$ cat config.mk
export PLATFORM = sky130hd
export DESIGN_NAME = eeg_decimator_flat
export DESIGN_NICKNAME = d
export VERILOG_FILES = /design/src/rtl/eeg_decimator_if.sv /design/src/rtl/eeg_decimator.sv /design/src/flat_wrapper.sv
export SDC_FILE = /design/constraint.sdc
export NUM_CORES = 1
export LEC_CHECK = 0
export CORE_AREA = 5 5 83 85
export DETAILED_ROUTE_END_ITERATION = 7
export DIE_AREA = 0 0 88 90
export HOLD_SLACK_MARGIN = 0.12
export PLACE_DENSITY = 0.82
export SYNTH_ARGS = -nofsm -noshare
export SYNTH_HDL_FRONTEND = slang
export SYNTH_SLANG_ARGS = --single-unit
$ cat constraint.sdc
create_clock -name clk -period 4.86 [get_ports clk]
set_input_delay 0.729 -clock clk [delete_from_list [all_inputs] [get_ports clk]]
set_output_delay 0.729 -clock clk [all_outputs]
set_load 0.02 [all_outputs]
$ cat src/rtl/eeg_decimator_if.sv
// ADC-side and master-side signal bundle for the EEG boxcar decimator.
// The master modport drives the stimulus; the slave modport belongs to the decimator.
interface eeg_decimator_if #(
  parameter int ADC_DEPTH        = 16,
  parameter int EEG_SAMPLE_DEPTH = 16
);
  logic                        new_sleep_epoch;
  logic                        adc_sample_valid;
  logic [ADC_DEPTH-1:0]        adc_sample;
  logic                        new_eeg_sample;
  logic [EEG_SAMPLE_DEPTH-1:0] eeg_sample;
  logic                        epoch_done;
  logic                        busy;
  logic                        epoch_overrun;

  modport master (
    output new_sleep_epoch,
    output adc_sample_valid,
    output adc_sample,
    input  new_eeg_sample,
    input  eeg_sample,
    input  epoch_done,
    input  busy,
    input  epoch_overrun
  );

  modport slave (
    input  new_sleep_epoch,
    input  adc_sample_valid,
    input  adc_sample,
    output new_eeg_sample,
    output eeg_sample,
    output epoch_done,
    output busy,
    output epoch_overrun
  );
endinterface

$ cat src/rtl/eeg_decimator.sv
// Boxcar decimator: averages groups of 2^DECIM_LOG2 ADC samples and emits
// SAMPLES_PER_EPOCH results per sleep epoch, then returns to idle.
module eeg_decimator #(
  parameter int ADC_DEPTH         = 16,
  parameter int EEG_SAMPLE_DEPTH  = 16,
  parameter int DECIM_LOG2        = 2,
  parameter int SAMPLES_PER_EPOCH = 3840
) (
  input logic             clk,
  input logic             rst_n,
  eeg_decimator_if.slave  bus
);

  localparam int AW = ADC_DEPTH + DECIM_LOG2;
  localparam int SW = (DECIM_LOG2 > 0) ? DECIM_LOG2 : 1;
  localparam int CW = (SAMPLES_PER_EPOCH > 1) ?
                      $clog2(SAMPLES_PER_EPOCH) : 1;
  localparam logic [SW-1:0] SUB_LAST = SW'((1 << DECIM_LOG2) - 1);
  localparam logic [CW-1:0] CNT_LAST = CW'(SAMPLES_PER_EPOCH - 1);

  typedef enum logic {
    S_IDLE    = 1'b0,
    S_CAPTURE = 1'b1
  } state_t;

  state_t                      r_state;
  state_t                      w_next;
  logic [AW-1:0]               r_acc;
  logic [SW-1:0]               r_sub;
  logic [CW-1:0]               r_cnt;
  logic                        r_new;
  logic [EEG_SAMPLE_DEPTH-1:0] r_eeg;
  logic                        r_done;
  logic                        r_ovr;

  logic                        w_cap;
  logic                        w_take;
  logic                        w_last_sub;
  logic                        w_emit;
  logic                        w_done;
  logic                        w_start;
  logic                        w_ovr_set;
  logic [AW-1:0]               w_sum;
  logic [ADC_DEPTH-1:0]        w_avg;

  assign w_sum = r_acc + AW'(bus.adc_sample);
  assign w_avg = w_sum[AW-1:DECIM_LOG2];

  always_ff @(posedge clk) begin
    if (rst_n) r_state <= S_IDLE;
    else       r_state <= w_next;
  end

  always_comb begin
    w_next = r_state;
    unique case (r_state)
      S_IDLE: begin
        if (w_start) w_next = S_CAPTURE;
      end
      S_CAPTURE: begin
        if (w_done && !w_start) w_next = S_IDLE;
      end
      default: w_next = S_IDLE;
    endcase
  end

  // With no decimation every accepted sample closes its own group.
  always_comb begin
    w_cap      = (r_state == S_CAPTURE);
    w_take     = w_cap && bus.adc_sample_valid;
    w_last_sub = (DECIM_LOG2 == 0) ? 1'b1 : (r_sub == SUB_LAST);
    w_emit     = w_take && w_last_sub;
    w_done     = w_emit && (r_cnt == CNT_LAST);
    w_start    = bus.new_sleep_epoch && (!w_cap || w_done);
    w_ovr_set  = bus.new_sleep_epoch && w_cap && !w_done;
  end

  always_ff @(posedge clk) begin
    if (rst_n) begin
      r_acc  <= '0;
      r_sub  <= '0;
      r_cnt  <= '0;
      r_new  <= 1'b0;
      r_eeg  <= '0;
      r_done <= 1'b0;
      r_ovr  <= 1'b0;
    end else begin
      r_new  <= w_emit;
      r_done <= w_done;
      if (w_emit)    r_eeg <= EEG_SAMPLE_DEPTH'(w_avg);
      if (w_ovr_set) r_ovr <= 1'b1;
      // A start in the completion cycle wins over the counter update.
      if (w_start) begin
        r_acc <= '0;
        r_sub <= '0;
        r_cnt <= '0;
      end else if (w_emit) begin
        r_acc <= '0;
        r_sub <= '0;
        r_cnt <= r_cnt + CW'(1);
      end else if (w_take) begin
        r_acc <= w_sum;
        r_sub <= r_sub + SW'(1);
      end
    end
  end

  assign bus.new_eeg_sample = r_new;
  assign bus.eeg_sample     = r_eeg;
  assign bus.epoch_done     = r_done;
  assign bus.busy           = (r_state == S_CAPTURE);
  assign bus.epoch_overrun  = r_ovr;

endmodule
$ cat src/flat_wrapper.sv
// flat-port wrapper written by rule: the top's interface ports become plain ports
module eeg_decimator_flat 
#(
  parameter int ADC_DEPTH         = 16,
  parameter int EEG_SAMPLE_DEPTH  = 16,
  parameter int DECIM_LOG2        = 2,
  parameter int SAMPLES_PER_EPOCH = 3840
)
  (clk, rst_n, bus_new_sleep_epoch, bus_adc_sample_valid, bus_adc_sample, bus_new_eeg_sample, bus_eeg_sample, bus_epoch_done, bus_busy, bus_epoch_overrun);
  eeg_decimator_if #(.ADC_DEPTH(ADC_DEPTH), .EEG_SAMPLE_DEPTH(EEG_SAMPLE_DEPTH)) bus_i ();
  input logic clk;
  input logic rst_n;
  input wire logic [$bits(bus_i.new_sleep_epoch)-1:0] bus_new_sleep_epoch;
  input wire logic [$bits(bus_i.adc_sample_valid)-1:0] bus_adc_sample_valid;
  input wire logic [$bits(bus_i.adc_sample)-1:0] bus_adc_sample;
  output wire logic [$bits(bus_i.new_eeg_sample)-1:0] bus_new_eeg_sample;
  output wire logic [$bits(bus_i.eeg_sample)-1:0] bus_eeg_sample;
  output wire logic [$bits(bus_i.epoch_done)-1:0] bus_epoch_done;
  output wire logic [$bits(bus_i.busy)-1:0] bus_busy;
  output wire logic [$bits(bus_i.epoch_overrun)-1:0] bus_epoch_overrun;
  assign bus_i.new_sleep_epoch = bus_new_sleep_epoch;
  assign bus_i.adc_sample_valid = bus_adc_sample_valid;
  assign bus_i.adc_sample = bus_adc_sample;
  assign bus_new_eeg_sample = bus_i.new_eeg_sample;
  assign bus_eeg_sample = bus_i.eeg_sample;
  assign bus_epoch_done = bus_i.epoch_done;
  assign bus_busy = bus_i.busy;
  assign bus_epoch_overrun = bus_i.epoch_overrun;
  eeg_decimator #(.ADC_DEPTH(ADC_DEPTH), .EEG_SAMPLE_DEPTH(EEG_SAMPLE_DEPTH), .DECIM_LOG2(DECIM_LOG2), .SAMPLES_PER_EPOCH(SAMPLES_PER_EPOCH)) u_core (.clk(clk), .rst_n(rst_n), .bus(bus_i));
endmodule
* After elaboration in Yosys (flattened, before gate mapping)
Index checks and enable logic that the tools add are counted.
** Storage, ports and cells
- Bits of input ports :: 20
- Memory bits (writable) :: 0
- Bits in latches :: 0
- Memory bits (read-only) :: 0
- Logic and storage cells :: 30
- Output and inout bits :: 20
- Memories kept :: 0
- Bits in registers :: 52
** Operators by class
- Bitwise gates (word level) :: 1
- Equal/unequal tests :: 2
- Shift-type cells :: 0
- $mul :: 0
- Add/sub/neg operators :: 3
- Magnitude comparators :: 0
- Divide/modulo/power cells :: 0
- Reduce and logical (&&, ||, !) cells :: 13
- Muxes and demuxes :: 3
** Operators with widths (count)
- 18-bit by 16-bit adder with 18-bit output :: 1
- 12-bit by 1-bit adder with 12-bit output, second input constant :: 1
- 12-bit == test, second input constant :: 1
- 1-bit logical AND :: 7
- 1-bit zero test :: 3
- 3-bit OR reduction :: 1
- 2-bit by 1-bit adder with 2-bit output, second input constant :: 1
- 2-bit == test, second input constant :: 1
- 1-bit two-way mux :: 2
- 1-bit one-hot mux with 2 select lines :: 1
- 2-bit OR reduction :: 1
- 1-bit logical OR :: 1
- 1-bit NOT :: 1

* Longest topological paths before layout
Gate-level depths: netlist (run 1).
- Depth after elaboration :: 9
- Mapped depth :: 9
- Gate-level depth less buffers :: 9

* Worst setup path after synthesis (run 1)
OpenSTA, ideal clock, no wires.
- Path kind :: in2reg
- From :: input bus_adc_sample[0]
- To :: register u_core.r_eeg[14], in the netlist u_core.bus.eeg_sample[14]
- Cell stages on the path :: 9
- Setup time :: 0.120 ns
- Setup slack :: 2.305 ns
- Data required time :: 4.740 ns
- Buffers on the path :: 0
- Data arrival time :: 2.435 ns
- Path through :: ha_1 inv_1 fa_1 nand2b_1 a21o_1 a31o_2 o211ai_2 nor4_1 a211o_1
** Between the ends
- Word-level cells in the longest chain between the ends :: 1
** RTL lines
- start, declared :: line flat_wrapper.sv:15 : input wire logic [$bits(bus_i.adc_sample)-1:0] bus_adc_sample;
- 18-bit by 16-bit adder with 18-bit output :: line eeg_decimator.sv:46 : assign w_sum = r_acc + AW'(bus.adc_sample);
- end signal, assigned :: line eeg_decimator.sv:90 : if (w_emit) r_eeg <= EEG_SAMPLE_DEPTH'(w_avg);
- end, declared :: line eeg_decimator.sv:32 : logic [EEG_SAMPLE_DEPTH-1:0] r_eeg;
No other way between the ends.
A chain may end at the register's enable or synchronous reset.

* Final worst setup path (run 1)
Same ends and word-level chain as after synthesis.

==> impl_metrics.csv, run 1 <==
group,metric,value,unit
outcome,status,"completed",
critical_path,cp-end-kind,"register",
floorplanning,die_w,88,µm
clock_tree,cts_tree,"done",
routing,firstDrtPassIters,4,
layout,fillCellCount,563,
sta,worst_slew_pin_slew,0.875,ns
clock_tree,worst_skew_pair.late_latency,0.31,ns
floorplanning,pin_count,40,
floorplanning,core,6130,µm²
logic_synthesis,yosysSeqAreaShare,35.8,%
layout,final_cell_area,3420,µm²
place,pre_cts_slack,1.70,ns
clock_tree,cts.sink_count,52,
critical_path,startpoint_type,"primary input",
clock_tree,path_clk_slew,0.09,ns
logic_synthesis,ys_types,54,
layout,syn_to_final_growth,17.7,%
critical_path,worstReg2RegStart,"u_core.r_sub[0]$_SDFFE_PP0P_",
global_routing,antenna_found_initial,0,
logic_synthesis,async_flop_share,0,%
layout,seq_area,1040,µm²
layout,n_antenna_cell,0,
routing,viasPerCell,5.66,
clock_tree,h-tree-depth,2,
logic_synthesis,syn_area,2900,µm²
global_routing,track_usage,18.4,%
floorplanning,die_h,90,µm
worst_hold_path,hold_path.class,"register to register",
layout,layout_commonest_cell,"dfxtp_1",
clock_tree,clock_path_buffers,2,
sta,setup_violations,0,
pwr,vdd_drop_max,140,µV
sta,rsz0062_at_grt,"no",
logic_synthesis,synth_nets,397,
logic_synthesis,yosys-top-cells-area,"dfxtp_1 36%, ha_1 7.8%, nand2_1 6.3%",
clock_tree,cts_buffers,5,
pwr,power.leakage,1.28,nW
sta,finalClockSkew,0.00401,ns
critical_path,rrSetupSlack,2.53,ns
sta,finalHoldViolCount,0,
critical_path,crit_required,5.07,ns
worst_hold_path,holdPathEnd,"u_core.bus.eeg_sample[6]$_SDFFE_PP0P_",
sta,period_share,58.6,%
logic_synthesis,synth_top_flop_cell,"dfxtp_1",
worst_hold_path,worst_hold_path.num_cells,2,
sta,slew-limit-headroom,41.5,%
layout,multi_input_area,1760,µm²
routing,wl_per_cell,15.1,µm
clock_tree,postCtsSetupBuffers,0,
logic_synthesis,synth_top_area_share,35.8,%
worst_hold_path,hp-start,"u_core.bus.eeg_sample[6]$_SDFFE_PP0P_",
global_routing,grt_max_degree,35,
place,gp_congestion,0.852,
logic_synthesis,synth_edf_count,0,
logic_synthesis,avgSynthCellArea,8.11,µm²
global_routing,grt_first_pass_wirelength,11800,µm
sta,tns,0,ns
critical_path,worst-setup-path-type,"primary input to register",
floorplanning,dieArea,7920,µm²
logic_synthesis,synth-seq-cells,52,
place,postPlaceCellArea,3330,µm²
critical_path,cp_max_fo,4,
layout,final_cell_mix,"52 x dfxtp_1, 49 x nand2_1, 39 x clkdlybuf4s50_1",
sta,finalMaxSlewViolations,0,
sta,whs,0.458,ns
floorplanning,num_rows,29,
routing,ant_nets,0,
logic_synthesis,synth_largest_area_cell,"dfxtp_1",
clock_tree,ctsResizeCount,0,
layout,nNetsFinal,426,
clock_tree,cts_hold_buf,0,
global_routing,grt-ovfl-total,0,
logic_synthesis,synthCells,358,
sta,setup_ws,2.01,ns
sta,min_period,2.85,ns
routing,num_vias,2634,
floorplanning,start_util,47.4,%
critical_path,reg2reg_depth,7,
critical_path,arrival,3.05,ns
clock_tree,clockRootBuffer,"clkbuf_8",
critical_path,timing.rr.end,"u_core.r_cnt[1]$_SDFFE_PP0P_",
sta,fmax,351,MHz
logic_synthesis,synth_warnings,0,
place,io_buffers,39,
routing,drc,0,
pwr,p_per_area,236,nW/µm²
routing,drt_iter0_drc,193,
routing,wl,7010,µm
place,place_hpwl,5100,µm
job,cap_violations,0,
layout,drive_gt1_share,4.38,%
global_routing,grt_pass1_vias,2513,
[stage by stage]
step | power [mW] | utilization (%) | cells
after CTS | 0.812 | 55.7 | 465
after global routing | 0.846 | 55.7 | 465
final | 0.806 | 55.7 | 465
after global placement | 0.563 | 54.3 | 457
after detailed placement | 0.565 | 54.3 | 457
after floorplan | 0.525 | - | 358
[power by group]
part	switching [mW]	leakage, nW	internal (mW)
Combinational	0.0705	0.816	0.0496
Clock	0.147	0.0414	0.103
Sequential	0.00443	0.420	0.432
[critical path, cell delays in order]
cell and delay [ns]:
clkdlybuf4s50_1 0.46, ha_1 0.18, inv_1 0.06, fa_1 0.39, nand2b_1 0.18, a21o_1 0.19, a31o_2 0.28, o211ai_2 0.24
nor4_1 0.07, a211o_1 0.27
[how the worst max path moves through the flow]
stage / end / startpoint
3_3_place_gp: u_core.bus.eeg_sample[14]$_SDFFE_PP0P_ / bus_adc_sample[0]
4_1_cts: u_core.bus.eeg_sample[14]$_SDFFE_PP0P_ / bus_adc_sample[0]
3_5_place_dp: u_core.bus.eeg_sample[14]$_SDFFE_PP0P_ / bus_adc_sample[0]
6_report: u_core.bus.eeg_sample[14]$_SDFFE_PP0P_ / bus_adc_sample[0]
2_1_floorplan: u_core.bus.eeg_sample[14]$_SDFFE_PP0P_ / bus_adc_sample[0]
5_1_grt: u_core.r_acc[10]$_SDFFE_PP0P_ / rst_n
[metal layers]
metal	vias up	track usage, %	part of all wire, %
li1	1325	-	-
met1	1222	23.6	44
met2	71	30.7	49
met3	16	3.38	4.5
met4	0	6.14	2.6
met5	-	0	0
[cell usage after synthesis, drive strengths merged, types with 4 or more instances]
cell,instances
a21oi,36
inv,8
a211oi,7
xnor2,12
dfxtp,52
o21ai,8
nor2,37
nand2,49
xor2,11
and3,7
nor3,7
a21o,6
nor4b,4
nand3,19
ha,18
clkbuf,15
buf,4
a31oi,4
[logic make-up after synthesis]
family,share of synthesized area (%)
simple gates,25.7
mux,0.689
xor+xnor,6.94
flops,35.8
fa+ha+maj,8.44
buf+inv,3.71
compound gates,18.7
[state kept, by name, summed over array words and instances (netlist names)]
name	count
u_core.bus.busy	1
u_core.bus.eeg_sample	16
u_core.bus.epoch_done	1
u_core.bus.epoch_overrun	1
u_core.r_sub	2
u_core.bus.new_eeg_sample	1
u_core.r_cnt	12
u_core.r_acc	18
[final cells by class]
class | count | area share (%)
Clock buffer | 6 | 2.12
Clock inverter | 2 | 0.476
Inverter | 8 | 0.879
Multi-Input combinational cell | 279 | 51.4
Sequential cell | 52 | 30.5
Tap cell | 77 | 2.82
Timing Repair Buffer | 41 | 11.9
Note: power is estimated with default switching activity, not from simulation.
==> run 2, diff against run 1 <==
--- a/config.mk
+++ b/config.mk
@@ -9,7 +9,7 @@
 export DETAILED_ROUTE_END_ITERATION = 7
 export DIE_AREA = 0 0 88 90
 export HOLD_SLACK_MARGIN = 0.12
-export PLACE_DENSITY = 0.82
+export PLACE_DENSITY = 0.85
 export SYNTH_ARGS = -nofsm -noshare
 export SYNTH_HDL_FRONTEND = slang
 export SYNTH_SLANG_ARGS = --single-unit
==> constraint.sdc (replaced) <==
create_clock -name clk -period 2.4 [get_ports clk]
set_input_delay 0.36 -clock clk [delete_from_list [all_inputs] [get_ports clk]]
set_output_delay 0.36 -clock clk [all_outputs]
set_load 0.02 [all_outputs]
==> impl_metrics.csv, run 2 (same netlist as run 1, synthesis figures left out) <==
group,metric,value,unit
layout,nNetsFinal,472,
routing,num_vias,2894,
routing,viasPerCell,5.66,
global_routing,grt-ovfl-total,0,
critical_path,crit_required,2.65,ns
critical_path,reg2reg_depth,10,
outcome,status,"completed",
clock_tree,path_clk_slew,0.11,ns
clock_tree,worst_skew_pair.late_latency,0.32,ns
critical_path,critPathSlowestCell,"clkdlybuf4s50_1",
place,gp_congestion,0.922,
routing,firstDrtPassIters,4,
floorplanning,die_w,88,µm
job,cap_violations,0,
routing,drt_iter0_drc,144,
sta,setup_violations,0,
routing,ant_nets,0,
clock_tree,cts.sink_count,52,
floorplanning,pin_count,40,
clock_tree,h-tree-depth,2,
global_routing,grt_pass1_vias,2718,
critical_path,worst-setup-path-type,"primary input to register",
clock_tree,cts_hold_buf,0,
floorplanning,core,6130,µm²
clock_tree,cts_tree,"done",
place,postPlaceCellArea,3670,µm²
global_routing,grt_first_pass_wirelength,12700,µm
sta,period_share,97.5,%
routing,wl_per_cell,15.2,µm
layout,layout_commonest_cell,"dfxtp_1",
critical_path,max_stage_delay,0.46,ns
global_routing,grt_max_degree,34,
worst_hold_path,worst_hold_path.num_cells,2,
pwr,total_power,1.75,mW
clock_tree,cts_buffers,5,
critical_path,crit_chain,"clkdlybuf4s50_1, ha_1, inv_1, fa_1, nand2b_1, a21o_1, a31o_2, o211ai_2, buf_4, nand3_1, a21oi_2",
pwr,power.leakage,1.51,nW
floorplanning,die_h,90,µm
layout,final_cell_area,3800,µm²
sta,worst_slew_pin_slew,0.494,ns
global_routing,antenna_found_initial,0,
routing,wl,7760,µm
sta,fmax,427,MHz
layout,final_cell_mix,"52 x dfxtp_1, 49 x nand2_1, 48 x buf_4",
clock_tree,ctsResizeCount,0,
global_routing,track_usage,20.0,%
layout,largest_reg_flops,18,
worst_hold_path,hold_path.class,"register to register",
floorplanning,num_rows,29,
place,place_hpwl,5900,µm
sta,finalMaxSlewViolations,0,
sta,slew-limit-headroom,67.0,%
sta,finalHoldViolCount,0,
critical_path,startpoint_type,"primary input",
sta,min_period,2.34,ns
floorplanning,start_util,47.4,%
critical_path,arrival,2.60,ns
pwr,vdd_drop_max,489,µV
sta,rsz0062_at_grt,"yes",
layout,n_antenna_cell,0,
critical_path,cp-end-kind,"register",
floorplanning,dieArea,7920,µm²
routing,drc,0,
clock_tree,clock_path_buffers,2,
pwr,p_per_area,460,nW/µm²
clock_tree,clockRootBuffer,"clkbuf_8",
layout,drive_gt1_share,15.9,%
layout,top_register,"u_core.r_acc",
sta,finalClockSkew,0.0110,ns
layout,syn_to_final_growth,30.7,%
clock_tree,postCtsSetupBuffers,0,
place,io_buffers,39,
critical_path,cp_max_fo,3,
[run 2: changes by cell type in the layout (fill, tap and decap cells not counted), sizes merged]
cell / previous run / this run
inv: 8 / 9
clkinv: 1 / 0
clkbuf: 6 / 5
buf: 2 / 48
clkinvlp: 1 / 2
[run 2: final timing paths]
check	startpoint	endpoint	slack (ns)
max	bus_adc_sample[0]	u_core.r_acc[16]$_SDFFE_PP0P_	0.06
min	u_core.bus.eeg_sample[13]$_SDFFE_PP0P_	u_core.bus.eeg_sample[13]$_SDFFE_PP0P_	0.46
max reg2reg	u_core.r_acc[0]$_SDFFE_PP0P_	u_core.r_acc[16]$_SDFFE_PP0P_	0.19
min reg2reg	u_core.bus.eeg_sample[13]$_SDFFE_PP0P_	u_core.bus.eeg_sample[13]$_SDFFE_PP0P_	0.46
[run 2: power breakdown]
group	switching, mW	internal, mW	leakage [nW]
clock	0.344	0.213	0.0423
combinational	0.159	0.145	1.05
sequential	0.00938	0.875	0.420
[run 2: per-layer routing]
layer,GRT usage [%],part of all wire (%),vias up
li1,-,-,1427
met1,24.4,44,1390
met2,34.7,51,62
met3,3.93,3.8,15
met4,6.27,2.0,0
met5,0,0,-
[run 2: cell type report]
type / instances / area [µm²]
Timing Repair Buffer: 87 / 751
Clock inverter: 3 / 26.3
Clock buffer: 5 / 68.8
Inverter: 8 / 30.0
Tap cell: 77 / 96.3
Multi-Input combinational cell: 279 / 1780
Fill cell: 529 / 2340
Sequential cell: 52 / 1040
[run 2: per-stage QoR]
step / instances / utilization, % / hold WS (ns) / setup WS [ns] / TNS [ns]
after floorplan: 358 / - / 0.436 / 0.214 / 0
after global placement: 503 / 59.9 / 0.445 / -0.235 / -2.94
after detailed placement: 503 / 59.9 / 0.451 / -0.287 / -4.39
after CTS: 511 / 61.5 / 0.467 / 0.0396 / 0
after global routing: 511 / 61.9 / 0.489 / -0.0357 / -0.108
final: 511 / 61.9 / 0.464 / 0.0590 / 0
[run 2: critical path: cells and delay by family]
| kind | cells | cell delay [ns] |
|---|---|---|
| AO/OA/AOI/OAI | 4 | 0.76 |
| buffers and inverters | 3 | 0.65 |
| adder cells (fa/ha/maj) | 2 | 0.53 |
| AND/OR/NAND/NOR | 2 | 0.26 |
==> RTL change 1: new RTL, config.mk and constraints of run 1 <==
`SAMPLES_PER_EPOCH` is set to 3840 in 2 places; all go to 7680.
--- a/src/rtl/eeg_decimator.sv
+++ b/src/rtl/eeg_decimator.sv
@@ -6,3 +6,3 @@
   parameter int DECIM_LOG2        = 2,
-  parameter int SAMPLES_PER_EPOCH = 3840
+  parameter int SAMPLES_PER_EPOCH = 7680
 ) (
--- a/src/flat_wrapper.sv
+++ b/src/flat_wrapper.sv
@@ -6,3 +6,3 @@
   parameter int DECIM_LOG2        = 2,
-  parameter int SAMPLES_PER_EPOCH = 3840
+  parameter int SAMPLES_PER_EPOCH = 7680
 )
Behaviour: same outputs for any inputs over 4 cycles, from zero or initial values and one cycle with rst_n high; that may be too few to reach the edited logic, so the function may still have changed.
==> RTL change 1 against run 1 <==
Setup slack worse by 0.042 ns. Critical endpoint unchanged. Routed wire length is 2.9% lower. Area after synthesis is 2.2% higher. Worst hold slack better by 0.0021 ns. Design area is 2.8% higher. Sequential share of layout area is 0.25 points lower. Synthesized cell count is 2.2% higher. Power is 7.5% higher. Critical path type unchanged. Sequential cell count is 1 higher.
==> RTL change 1: results <==
export IMPL_status="complete, no violations"
export IMPL_seq_area_frac_synth_pct=35.8
export IMPL_placed_cells=467
export IMPL_synth_commonest_cells="53 x dfxtp_1, 48 x nand2_1, 38 x nor2_1"
export IMPL_worst_pin_slew_ns=0.891
export IMPL_clock_skew_ns=0.00444
export IMPL_placed_cell_area_um2=3400
export IMPL_syn_nets=405
export IMPL_grt_pass1_vias=2552
export IMPL_crit_start="bus_adc_sample[0]"
export IMPL_grt_pass1_wl_mm=11.7
export IMPL_async_reset_ff_share_pct=0
export IMPL_r2r_start="u_core.r_sub[0]$_SDFFE_PP0P_"
export IMPL_fin_cells=475
export IMPL_rrSetupSlack_ns=2.39
export IMPL_drive_above_1_share_pct=4.27
export IMPL_p_leak_nw=1.31
export IMPL_wl_mm=6.81
export IMPL_dp_hpwl_mm=5.11
export IMPL_yosys_warnings=0
export IMPL_syn_inst=366
export IMPL_synth_xor_area_share_pct=6.79
export IMPL_fin_nets=436
export IMPL_synthAdderAreaFrac_pct=8.27
export IMPL_critPathMaxFanout=4
export IMPL_antenna_cells=0
export IMPL_postCtsResizedCells=0
export IMPL_synth_compound_area_share_pct=18.1
export IMPL_synthTopCellsByArea="dfxtp_1 36%, ha_1 7.6%, a21oi_1 6.1%"
export IMPL_n_fill_cell=548
export IMPL_synth_mux_area_fraction_pct=0.675
export IMPL_htreeDepth=2
export IMPL_timing_rr_end="u_core.r_cnt[2]$_SDFFE_PP0P_"
export IMPL_vias=2698
export IMPL_hp_class="register to register"
export IMPL_crit_end="u_core.bus.eeg_sample[14]$_SDFFE_PP0P_"
export IMPL_ir_worst_vdd_v=0.000118
export IMPL_arrival_ns=3.09
export IMPL_synth_cell_types=51
export IMPL_place_gp_congestion=0.905
export IMPL_clkTransAtPathRegs_ns=0.10
export IMPL_max_flop_register="u_core.r_acc"
export IMPL_cts_root_buffer="clkbuf_8"
export IMPL_grtUsageTotal_pct=17.9
export IMPL_first_iter_violations=134
RTL change 1: worst min-delay path by stage:
stage | to | startpoint
global route | u_core.r_sub[1]$_SDFFE_PP0P_ | u_core.r_sub[1]$_SDFFE_PP0P_
CTS | u_core.bus.eeg_sample[4]$_SDFFE_PP0P_ | u_core.bus.eeg_sample[4]$_SDFFE_PP0P_
floorplan | u_core.r_acc[5]$_SDFFE_PP0P_ | u_core.r_acc[5]$_SDFFE_PP0P_
detailed placement | u_core.bus.eeg_sample[4]$_SDFFE_PP0P_ | u_core.bus.eeg_sample[4]$_SDFFE_PP0P_
finish | u_core.bus.eeg_sample[4]$_SDFFE_PP0P_ | u_core.bus.eeg_sample[4]$_SDFFE_PP0P_
global placement | u_core.r_acc[5]$_SDFFE_PP0P_ | u_core.r_acc[5]$_SDFFE_PP0P_
RTL change 1: cell families after synthesis:
| kind of cell | Yosys count |
|---|---|
| AND/OR/NAND/NOR | 160 |
| AO/OA/AOI/OAI | 83 |
| flip-flops | 53 |
| buffers and inverters | 26 |
| XOR/XNOR | 23 |
| adder cells (fa/ha/maj) | 19 |
| multiplexers | 2 |
RTL change 1: metal layers:
metal  global-route usage, %  wire, µm  vias up
met5                       0         0        -
met4                    3.96        64        0
met3                    3.11       340        7
met2                    28.6      3160       67
met1                    24.9      3240     1256
li1                        -         -     1368
RTL change 1: layout make-up:
cell class | instances | area [µm²] | share of cell area, %
multi-input cells | 287 | 1800 | 51.3
flip-flops and latches | 53 | 1060 | 30.2
repair buffers | 42 | 413 | 11.8
well taps | 77 | 96.3 | 2.74
clock buffers | 6 | 72.6 | 2.07
clock inverters | 2 | 38.8 | 1.10
inverters | 8 | 30.0 | 0.855
RTL change 1: critical path, stage by stage:
cell             delay, ns
clkdlybuf4s50_1       0.46
ha_1                  0.19
inv_1                 0.06
fa_1                  0.41
nand2b_1              0.18
a21o_1                0.19
a31o_2                0.28
o211ai_2              0.24
nor4_1                0.07
a211o_1               0.27
RTL change 1: metrics by stage:
stage | hold WS (ns) | setup WS, ns
floorplan | 0.436 | 2.31
global placement | 0.444 | 1.67
detailed placement | 0.446 | 1.64
CTS | 0.460 | 1.97
global route | 0.496 | 1.73
finish | 0.460 | 1.97
RTL change 1: where the power goes:
group,switching (mW),internal [mW]
combinational,0.0717,0.0508
clock,0.145,0.155
sequential,0.00406,0.440
total,0.221,0.646
==> RTL change 2: new RTL, flow settings as in run 1 <==
Without the edit above. Reset style: asynchronous (`rst_n`), changed in 2 clocked blocks.
--- a/src/rtl/eeg_decimator.sv
+++ b/src/rtl/eeg_decimator.sv
@@ -48,3 +48,3 @@
 
-  always_ff @(posedge clk) begin
+  always_ff @(posedge clk or posedge rst_n) begin
     if (rst_n) r_state <= S_IDLE;
@@ -77,3 +77,3 @@
 
-  always_ff @(posedge clk) begin
+  always_ff @(posedge clk or posedge rst_n) begin
     if (rst_n) begin
Function: differs if rst_n is asserted again (counterexample within 4 cycles, from zero or initial values and one cycle with rst_n high); with rst_n held inactive, the same outputs for 4 cycles.
==> RTL change 2 against run 1 <==
Routed wire length decreased by 11%. Sequential cell count unchanged. Area after synthesis barely moved. Clock skew hardly changed. Global-route usage shrank 2.1 points. Synthesized cell count decreased by 14%. Design area is 0.88% higher. Core utilization rose by 0.49 points. Setup slack worse by 0.12 ns. Maximum frequency shrank 4.0%. Critical path type unchanged.
Power is not compared: it rests on default switching activity, and its combinational part moved more than twofold at a synthesized area within 25%.
==> RTL change 2: results <==
export IMPL_synth_commonest_cells="52 x dfrtp_1, 51 x nand2_1, 30 x o21ai_0"
export IMPL_viasPerCell=5.58
export IMPL_met1_usage_pct=22.7
export IMPL_cp_slowest_cell="fa_1"
export IMPL_final_area_um2=3450
export IMPL_syn_inst=308
export IMPL_grt_pass1_wl_mm=10.5
export IMPL_n_fill_cell=516
export IMPL_grt_start_max_net_pins=53
export IMPL_dp_hpwl_mm=4.39
export IMPL_met3_length_um=350
export IMPL_placed_cells=415
export IMPL_arrival_ns=3.12
export IMPL_seq_area_frac_synth_pct=44.8
export IMPL_synth_mux_area_fraction_pct=0
export IMPL_place_gp_congestion=0.902
export IMPL_status="complete, no violations"
export IMPL_placed_cell_area_um2=3350
export IMPL_dp_slack_ns=1.60
export IMPL_synth_compound_area_share_pct=20.1
export IMPL_route_met2_wl_mm=2.89
export IMPL_drive_above_1_share_pct=5.52
export IMPL_routedWlPerCell_um=14.9
export IMPL_syn_nets=347
export IMPL_wl_mm=6.26
export IMPL_grtUsageMet2_pct=25.5
export IMPL_slew_headroom_pct=28.3
export IMPL_critPathMaxFanout=3
[RTL change 2: path summary, 6_finish.rpt]
path                                                      startpoint                                     to  slack, ns
worst min-delay path            u_core.bus.eeg_sample[0]$_DFFE_PP0P_   u_core.bus.eeg_sample[0]$_DFFE_PP0P_       0.48
max in group asynchronous                                      rst_n           u_core.r_acc[12]$_DFFE_PP0P_       3.19
worst min register to register  u_core.bus.eeg_sample[0]$_DFFE_PP0P_   u_core.bus.eeg_sample[0]$_DFFE_PP0P_       0.48
worst max-delay path                               bus_adc_sample[0]  u_core.bus.eeg_sample[10]$_DFFE_PP0P_       1.90
worst max register to register           u_core.r_sub[0]$_DFFE_PP0P_            u_core.r_cnt[2]$_DFFE_PP0P_       2.35
min in group asynchronous                                      rst_n            u_core.r_sub[1]$_DFFE_PP0P_       1.00
[RTL change 2: area by class of cell]
cell class                 count  area share, %
inverter                       8          0.871
clock inverter                 1          0.871
clock buffer                   5           2.00
sequential                    52           37.7
multi-input combinational    239           44.4
timing repair buffer          39           11.3
tap                           77           2.79
